**src/rtl/fxp_seq_mult.sv**
```systemverilog
// fxp_seq_mult: sequential signed fixed-point multiplier (radix-2 shift-add on magnitudes).
// Computes in1 (WI1.WF1) * in2 (WI2.WF2) and formats the product as WIO.WFO with an overflow flag.
// One multiplier bit is consumed per clock; valid/ready handshake on both sides.
//
// Ports:
//   clk        clock, all state changes on the rising edge
//   rst        synchronous active-high reset
//   in_valid   operands valid              in_ready   can accept operands (IDLE only)
//   in1        signed multiplicand         in2        signed multiplier
//   out_valid  out/OVF hold a result       out_ready  consumer accepts the result
//   out        signed product, WIO.WFO     OVF        integer part did not fit in WIO bits
//
// Optional build macro FXP_SEQ_MULT_SAT_EN: when defined, an overflowing result saturates to
// the format extreme instead of keeping the sign bit plus the low integer bits.
module fxp_seq_mult #(
    parameter int unsigned WI1 = 4,
    parameter int unsigned WF1 = 4,
    parameter int unsigned WI2 = 4,
    parameter int unsigned WF2 = 4,
    parameter int unsigned WIO = 6,
    parameter int unsigned WFO = 4
) (
    input  logic                 clk,
    input  logic                 rst,
    input  logic                 in_valid,
    output logic                 in_ready,
    input  logic [WI1+WF1-1:0]   in1,
    input  logic [WI2+WF2-1:0]   in2,
    output logic                 out_valid,
    input  logic                 out_ready,
    output logic [WIO+WFO-1:0]   out,
    output logic                 OVF
);

    localparam int unsigned N1   = WI1 + WF1;
    localparam int unsigned N2   = WI2 + WF2;
    localparam int unsigned WIP  = WI1 + WI2;
    localparam int unsigned WFP  = WF1 + WF2;
    localparam int unsigned WP   = WIP + WFP;
    localparam int unsigned WO   = WIO + WFO;
    localparam int unsigned WL   = WO - 1;
    localparam int unsigned WX   = WP + WO;
    localparam int unsigned CW   = (N2 > 1) ? $clog2(N2) : 1;
    localparam int unsigned SHL  = (WFO >= WFP) ? (WFO - WFP) : 0;
    localparam int unsigned SHR  = (WFP > WFO) ? (WFP - WFO) : 0;
    localparam int unsigned OVSH = WFP + WIO - 1;

    typedef enum logic [1:0] {
        S_IDLE = 2'd0,
        S_BUSY = 2'd1,
        S_DONE = 2'd2
    } state_t;

    state_t               r_state;
    state_t               w_state_next;

    logic [N1-1:0]        r_mcand;
    logic [N2-1:0]        r_mplr;
    logic                 r_sign;
    logic [WP-1:0]        r_acc;
    logic [CW-1:0]        r_cnt;
    logic [WO-1:0]        r_out;
    logic                 r_ovf;
    logic                 r_out_valid;
    logic                 r_in_ready;

    logic                 w_accept;
    logic                 w_step;
    logic                 w_last;
    logic                 w_release;
    logic [N1-1:0]        w_mag1;
    logic [N2-1:0]        w_mag2;
    logic [WP-1:0]        w_addend;
    logic [WP-1:0]        w_acc_next;
    logic [WP-1:0]        w_p;
    logic signed [WX-1:0] w_ext;
    logic signed [WX-1:0] w_hi;
    logic [WL-1:0]        w_low;
    logic                 w_ovf;
    logic [WO-1:0]        w_fmt;

    // State register
    always_ff @(posedge clk) begin
        if (rst) begin
            r_state <= S_IDLE;
        end else begin
            r_state <= w_state_next;
        end
    end

    // Next-state logic
    always_comb begin
        w_state_next = r_state;
        case (r_state)
            S_IDLE:  if (in_valid) w_state_next = S_BUSY;
            S_BUSY:  if (r_cnt == CW'(N2 - 1)) w_state_next = S_DONE;
            S_DONE:  if (out_ready) w_state_next = S_IDLE;
            default: w_state_next = S_IDLE;
        endcase
    end

    // Control strobes decoded from the current state
    always_comb begin
        w_accept  = 1'b0;
        w_step    = 1'b0;
        w_last    = 1'b0;
        w_release = 1'b0;
        case (r_state)
            S_IDLE:  w_accept  = in_valid;
            S_BUSY: begin
                w_step = 1'b1;
                w_last = (r_cnt == CW'(N2 - 1));
            end
            S_DONE:  w_release = out_ready;
            default: ;
        endcase
    end

    // Operand magnitudes; the most negative value maps to 2^(N-1), which fits unsigned
    assign w_mag1 = in1[N1-1] ? (N1'(0) - in1) : in1;
    assign w_mag2 = in2[N2-1] ? (N2'(0) - in2) : in2;

    // One shift-add iteration; on the last one this is the full magnitude product
    assign w_addend   = r_mplr[0] ? (WP'(r_mcand) << r_cnt) : WP'(0);
    assign w_acc_next = r_acc + w_addend;
    assign w_p        = r_sign ? (WP'(0) - w_acc_next) : w_acc_next;
    assign w_ext      = WX'($signed(w_p));

    // Align the binary point (arithmetic right shift truncates toward -inf)
    assign w_low = WL'((w_ext <<< SHL) >>> SHR);

    // Overflow when the bits above the kept integer range are not a pure sign extension
    assign w_hi  = w_ext >>> OVSH;
    assign w_ovf = !((w_hi == '0) || (&w_hi));

    // Result formatting: sign bit always kept, optional saturation on overflow
    always_comb begin
        w_fmt = {w_p[WP-1], w_low};
`ifdef FXP_SEQ_MULT_SAT_EN
        if (w_ovf) begin
            w_fmt = w_p[WP-1] ? {1'b1, {WL{1'b0}}} : {1'b0, {WL{1'b1}}};
        end
`endif
    end

    // Datapath and registered outputs
    always_ff @(posedge clk) begin
        if (rst) begin
            r_mcand     <= '0;
            r_mplr      <= '0;
            r_sign      <= 1'b0;
            r_acc       <= '0;
            r_cnt       <= '0;
            r_out       <= '0;
            r_ovf       <= 1'b0;
            r_out_valid <= 1'b0;
            r_in_ready  <= 1'b1;
        end else begin
            if (w_accept) begin
                r_mcand <= w_mag1;
                r_mplr  <= w_mag2;
                r_sign  <= in1[N1-1] ^ in2[N2-1];
                r_acc   <= '0;
                r_cnt   <= '0;
            end else if (w_step) begin
                r_acc  <= w_acc_next;
                r_mplr <= r_mplr >> 1;
                r_cnt  <= r_cnt + CW'(1);
            end

            if (w_last) begin
                r_out       <= w_fmt;
                r_ovf       <= w_ovf;
                r_out_valid <= 1'b1;
            end else if (w_release) begin
                r_out_valid <= 1'b0;
            end

            r_in_ready <= (w_state_next == S_IDLE);
        end
    end

    assign in_ready  = r_in_ready;
    assign out_valid = r_out_valid;
    assign out       = r_out;
    assign OVF       = r_ovf;

endmodule

```
**config.mk**
```make
export PLATFORM = sky130hd
export DESIGN_NAME = fxp_seq_mult
export DESIGN_NICKNAME = d
export VERILOG_FILES = /design/src/rtl/fxp_seq_mult.sv
export SDC_FILE = /design/constraint.sdc
export NUM_CORES = 1
export LEC_CHECK = 0
export CAP_MARGIN = 30
export CORE_MARGIN = 3
export CORE_UTILIZATION = 58
export CTS_CLUSTER_DIAMETER = 120
export DETAILED_ROUTE_END_ITERATION = 10
export PLACE_DENSITY = 0.84
export SYNTH_ARGS = -nofsm -noshare
export SYNTH_HDL_FRONTEND = slang
export SYNTH_SLANG_ARGS = --single-unit
```
**constraint.sdc**
```tcl
create_clock -name clk -period 4.75 [get_ports clk]
set_input_delay 0.95 -clock clk [delete_from_list [all_inputs] [get_ports clk]]
set_output_delay 0.95 -clock clk [all_outputs]
set_load 0.01 [all_outputs]
```
### Word-level counts from Yosys, hierarchy flattened

Index checks and enable logic that the tools add are counted.

* reduce and logical (&&, ||, !) cells: 9
* add/sub/neg operators: 5
* muxes and demuxes: 16
* eq/ne operators: 3
* bitwise logic cells: 1
* shift operators: 1

Operators with widths (number)
* $mux W16: 2
* $mux W8: 4
* $logic_not A26 Y1: 1
* $add A16 B16 Y16: 1
* $shl A8 B3 Y16: 1
* $sub A1 B16 Y16 const A: 1
* $sub A1 B8 Y8 const A: 2
* $mux W1: 6
* $mux W2: 3
* $pmux W2 S3: 1
* $logic_not A2 Y1: 2
* $reduce_bool A2 Y1: 2
* $add A3 B1 Y3 const B: 1
* $eq A3 B3 Y1 const B: 1
* $reduce_and A3 Y1: 1
* $eq A2 B1 Y1 const B: 1
* $eq A2 B2 Y1 const B: 1
* $reduce_or A2 Y1: 1
* $logic_not A1 Y1: 1
* $logic_or A1 B1 Y1: 1
* $xor A1 B1 Y1: 1

* input bits: 20
* output and inout bits: 13
* word-level logic and storage cells: 45
* register bits after elaboration: 51

### Logic depth before layout (Yosys ltp)

* depth in word-level cells: 8
* gate-level depth with buffers: 17
* gate-level depth less buffers: 15

### Least setup slack after synthesis

No wires, ideal clock.

* path type: register to register
* start: reg r_cnt[1]
* end: reg r_out[9], in the netlist out[9]
* period minus slack after synthesis: 3.879 ns
* required time: 4.664 ns
* path slack: 0.871 ns
* setup time: 0.086 ns
* cell stages (with the launch flop): 16
* buffers on the path: 2
* data arrival time: 3.794 ns
* path through: dfxtp_1 -> clkbuf_1 -> clkbuf_1 -> mux2i_1 -> mux2i_1 -> o211a_1 -> ha_1 -> a2111oi_2 -> o21ai_1 -> a2111oi_1 -> nor3_1 -> xor2_1 -> nand3b_2 -> o41ai_1 -> xor2_1 -> a211oi_1

* longest elaborated chain between the ends: 5
* elaborated cells between the ends (all ways): 7
* those cells by class: add/sub (2); eq/ne (1); shift (1); mux (3)

Ends and longest elaborated chain
* start, declared: RTL line 61 `logic [CW-1:0] r_cnt;`
* start signal, assigned: RTL line 168 `r_cnt <= r_cnt + CW'(1);`
* $shl A8 B3 Y16: RTL line 124 `assign w_addend = r_mplr[0] ? (WP'(r_mcand) << r_cnt) : WP'(0);`
* $mux W16: RTL line 124
* $add A16 B16 Y16: RTL line 125 `assign w_acc_next = r_acc + w_addend;`
* $sub A1 B16 Y16: RTL line 126 `assign w_p = r_sign ? (WP'(0) - w_acc_next) : w_acc_next;`
* $mux W16: RTL line 126
* end signal, assigned: RTL line 172 `r_out <= w_fmt;`
* end, declared: RTL line 62 `logic [WO-1:0] r_out;`

Several ways; a longest one is shown, not always the timed one.
A chain may end at the register's enable or synchronous reset.

### Worst setup path in the final report

Same ends and word-level chain as after synthesis.

==> flow_metrics.tcl <==
set metrics [dict create \
    synth_nets 480 \
    syn_area_per_cell_um2 7.75 \
    final_common_cell "nor2_1" \
    antenna_found_initial 0 \
    grt_max_degree 33 \
    die-area_um2 6840 \
    cts_resized 0 \
    fmax_mhz 235 \
    drive_above_1_share_pct 5.91 \
    worstPathArrival_ps 4500 \
    synth-edff-count 0 \
    p_leak_nw 1.51 \
    cts_made_buffers 5 \
    dr_total_vias 3066 \
    finalHoldViolCount 0 \
    wirelength_um 7490 \
    synth_seq_cells 51 \
    antenna_left 0 \
    syn_area_um2 3410 \
    drt-initial-drc-count 165 \
    ctsLongestPathBuffers 2 \
    viasPerCell 5.80 \
    final_area_um2 3850 \
    drv_slew 0 \
    post_cts_buffers 0 \
    overflow 0 \
    area_growth_pct 12.8 \
    holdBufCountCts 0 \
    tightest_slew_ps 833 \
    fin_nets 496 \
    period_share_pct 89.6 \
    rsz0062_at_grt "no" \
    criticalPathCategory "register to register" \
    fin_util_pct 68.7 \
    die_w_um 82.7 \
    maxCapViolCount 0 \
    dpl.hpwl_um 5630 \
    grt_pass1_vias 2858 \
    hold_class "register to register" \
    die_y_um 82.7 \
    filler_cell_count 486 \
    crit_required_ps 4990 \
    drcViolationCount 0 \
    skew_ps 14.6 \
    cts_tree "done" \
    io_pins 33 \
    place.gp.congestion 0.924 \
    powerDensity_nw_per_um2 241 \
    placed_cell_area_um2 3750 \
    final_cell_mix "67 x nor2_1, 61 x nand2_1, 51 x dfxtp_1" \
    routedWlPerCell_um 14.1 \
    critPathLaunchType "register" \
    cts-root-buf "clkbuf_8" \
    start_util_pct 60.8 \
    yosysUniqueCellTypes 59 \
    drtPass1Iterations 4 \
    clk_latency_ps 330 \
    port_buffers 32 \
    synth_flop_cell "dfxtp_1" \
    clk_pin_slew_ps 110 \
    max_slew_margin_pct 44.5 \
    finalSetupTns_ps 0 \
    endpoint_kind "register" \
    cts_max_level 2 \
    crit_fanout 15 \
    pre_cts_slack_ps 535 \
    finalPower_mw 0.926 \
    grt_usage_pct 23.7 \
    setup_viol 0 \
    grt_pass1_wl_um 12700 \
    postLayoutSetupSlackWorst_ps 496 \
    status "finished clean" \
    synth_cells 440 \
    async_flop_share_pct 0 \
    core_area_um2 5610 \
    seq_area_frac_synth_pct 29.9 \
    cts.sink_count 51 \
    yosys_warnings 0 \
    ir_drop_mv 0.194 \
    row_count 27 \
    fin_crit_ps 4250 \
    diodes 0 \
]
-- area by class of cell --
type                       count  area (µm²)  share of cell area (%)
clock buffer                   5        68.8                    1.79
tap                           72        90.1                    2.34
sequential                    51        1020                    26.5
multi-input combinational    354        2260                    58.8
clock inverter                 3        28.8                   0.747
timing repair buffer          35         343                    8.90
inverter                       9        33.8                   0.877
-- cell usage after synthesis, types with 3 or more instances --
master    instances  area, µm²
inv_1             9       33.8
o21ai_0          10       50.1
o31ai_1           4       30.0
mux2i_1           8       80.1
xnor2_1          18        158
a222oi_1          3       30.0
nand2b_1          4       25.0
ha_1             19        238
a21oi_1          41        205
and2_1            4       25.0
a221oi_1          3       26.3
nand3_1           8       40.0
nor3_1            6       30.0
mux2_2            4       45.0
clkbuf_1         24       90.1
xor2_1           14        123
dfxtp_1          51       1020
nand2_1          61        229
a211oi_1         17        128
nor2b_1           9       56.3
a21o_1            7       52.6
nor2_1           67        251
-- per-layer routing --
metal	share of wire [%]	global-route usage, %	vias up
li1	-	-	1583
met1	47	30.4	1397
met2	46	40.3	75
met3	5.0	4.12	11
met4	1.6	7.68	0
met5	0	0	-
-- sequential cells by signal, summed over array words and instances (netlist names) --
name       count
in_ready       1
r_sign         1
r_mcand        8
out_valid      1
r_state        2
OVF            1
r_cnt          3
r_mplr         8
r_acc         16
out           10
-- where the power goes --
part / internal [mW] / leakage, nW / switching (mW) / total (mW)
registers: 0.443 / 0.415 / 0.0200 / 0.463
clock network: 0.109 / 0.0502 / 0.165 / 0.275
logic: 0.0831 / 1.05 / 0.105 / 0.188
total: 0.636 / 1.51 / 0.290 / 0.926
-- path summary, 6_finish.rpt --
path / from / endpoint / slack, ps / cells after the start
max reg2reg: r_cnt[1]$_SDFFE_PP0P_ / out[9]$_SDFFE_PP0P_ / 500 / 14
min: out[4]$_SDFFE_PP0P_ / out[4]$_SDFFE_PP0P_ / 460 / 2
min reg2reg: out[4]$_SDFFE_PP0P_ / out[4]$_SDFFE_PP0P_ / 460 / 2
max: r_cnt[1]$_SDFFE_PP0P_ / out[9]$_SDFFE_PP0P_ / 500 / 14
-- critical path, cell delays in order, from the launching register on --
cell and delay (ps):
dfxtp_1 680, mux2_2 410, o21ai_0 190, o21ai_0 100, and2_1 180, ha_1 360, a21o_1 200, a21oi_1 280
nand3b_1 130, a2111o_1 500, nor4_4 220, nand3b_2 150, o41ai_1 430, xor2_1 110, a211oi_1 230
-- kinds of logic after synthesis --
kind of cell / after synthesis / synth area share, %
fa+ha+maj: 20 / 7.55
mux: 13 / 4.11
xor+xnor: 33 / 8.69
simple gates: 178 / 23.9
flops: 51 / 29.9
compound gates: 110 / 21.9
buf+inv: 35 / 3.85
-- per-stage QoR --
step	hold slack (ps)	instances
global route	485	529
CTS	460	529
global placement	441	521
finish	459	529
detailed placement	445	521
floorplan	441	440
(Power assumes the default switching activity.)
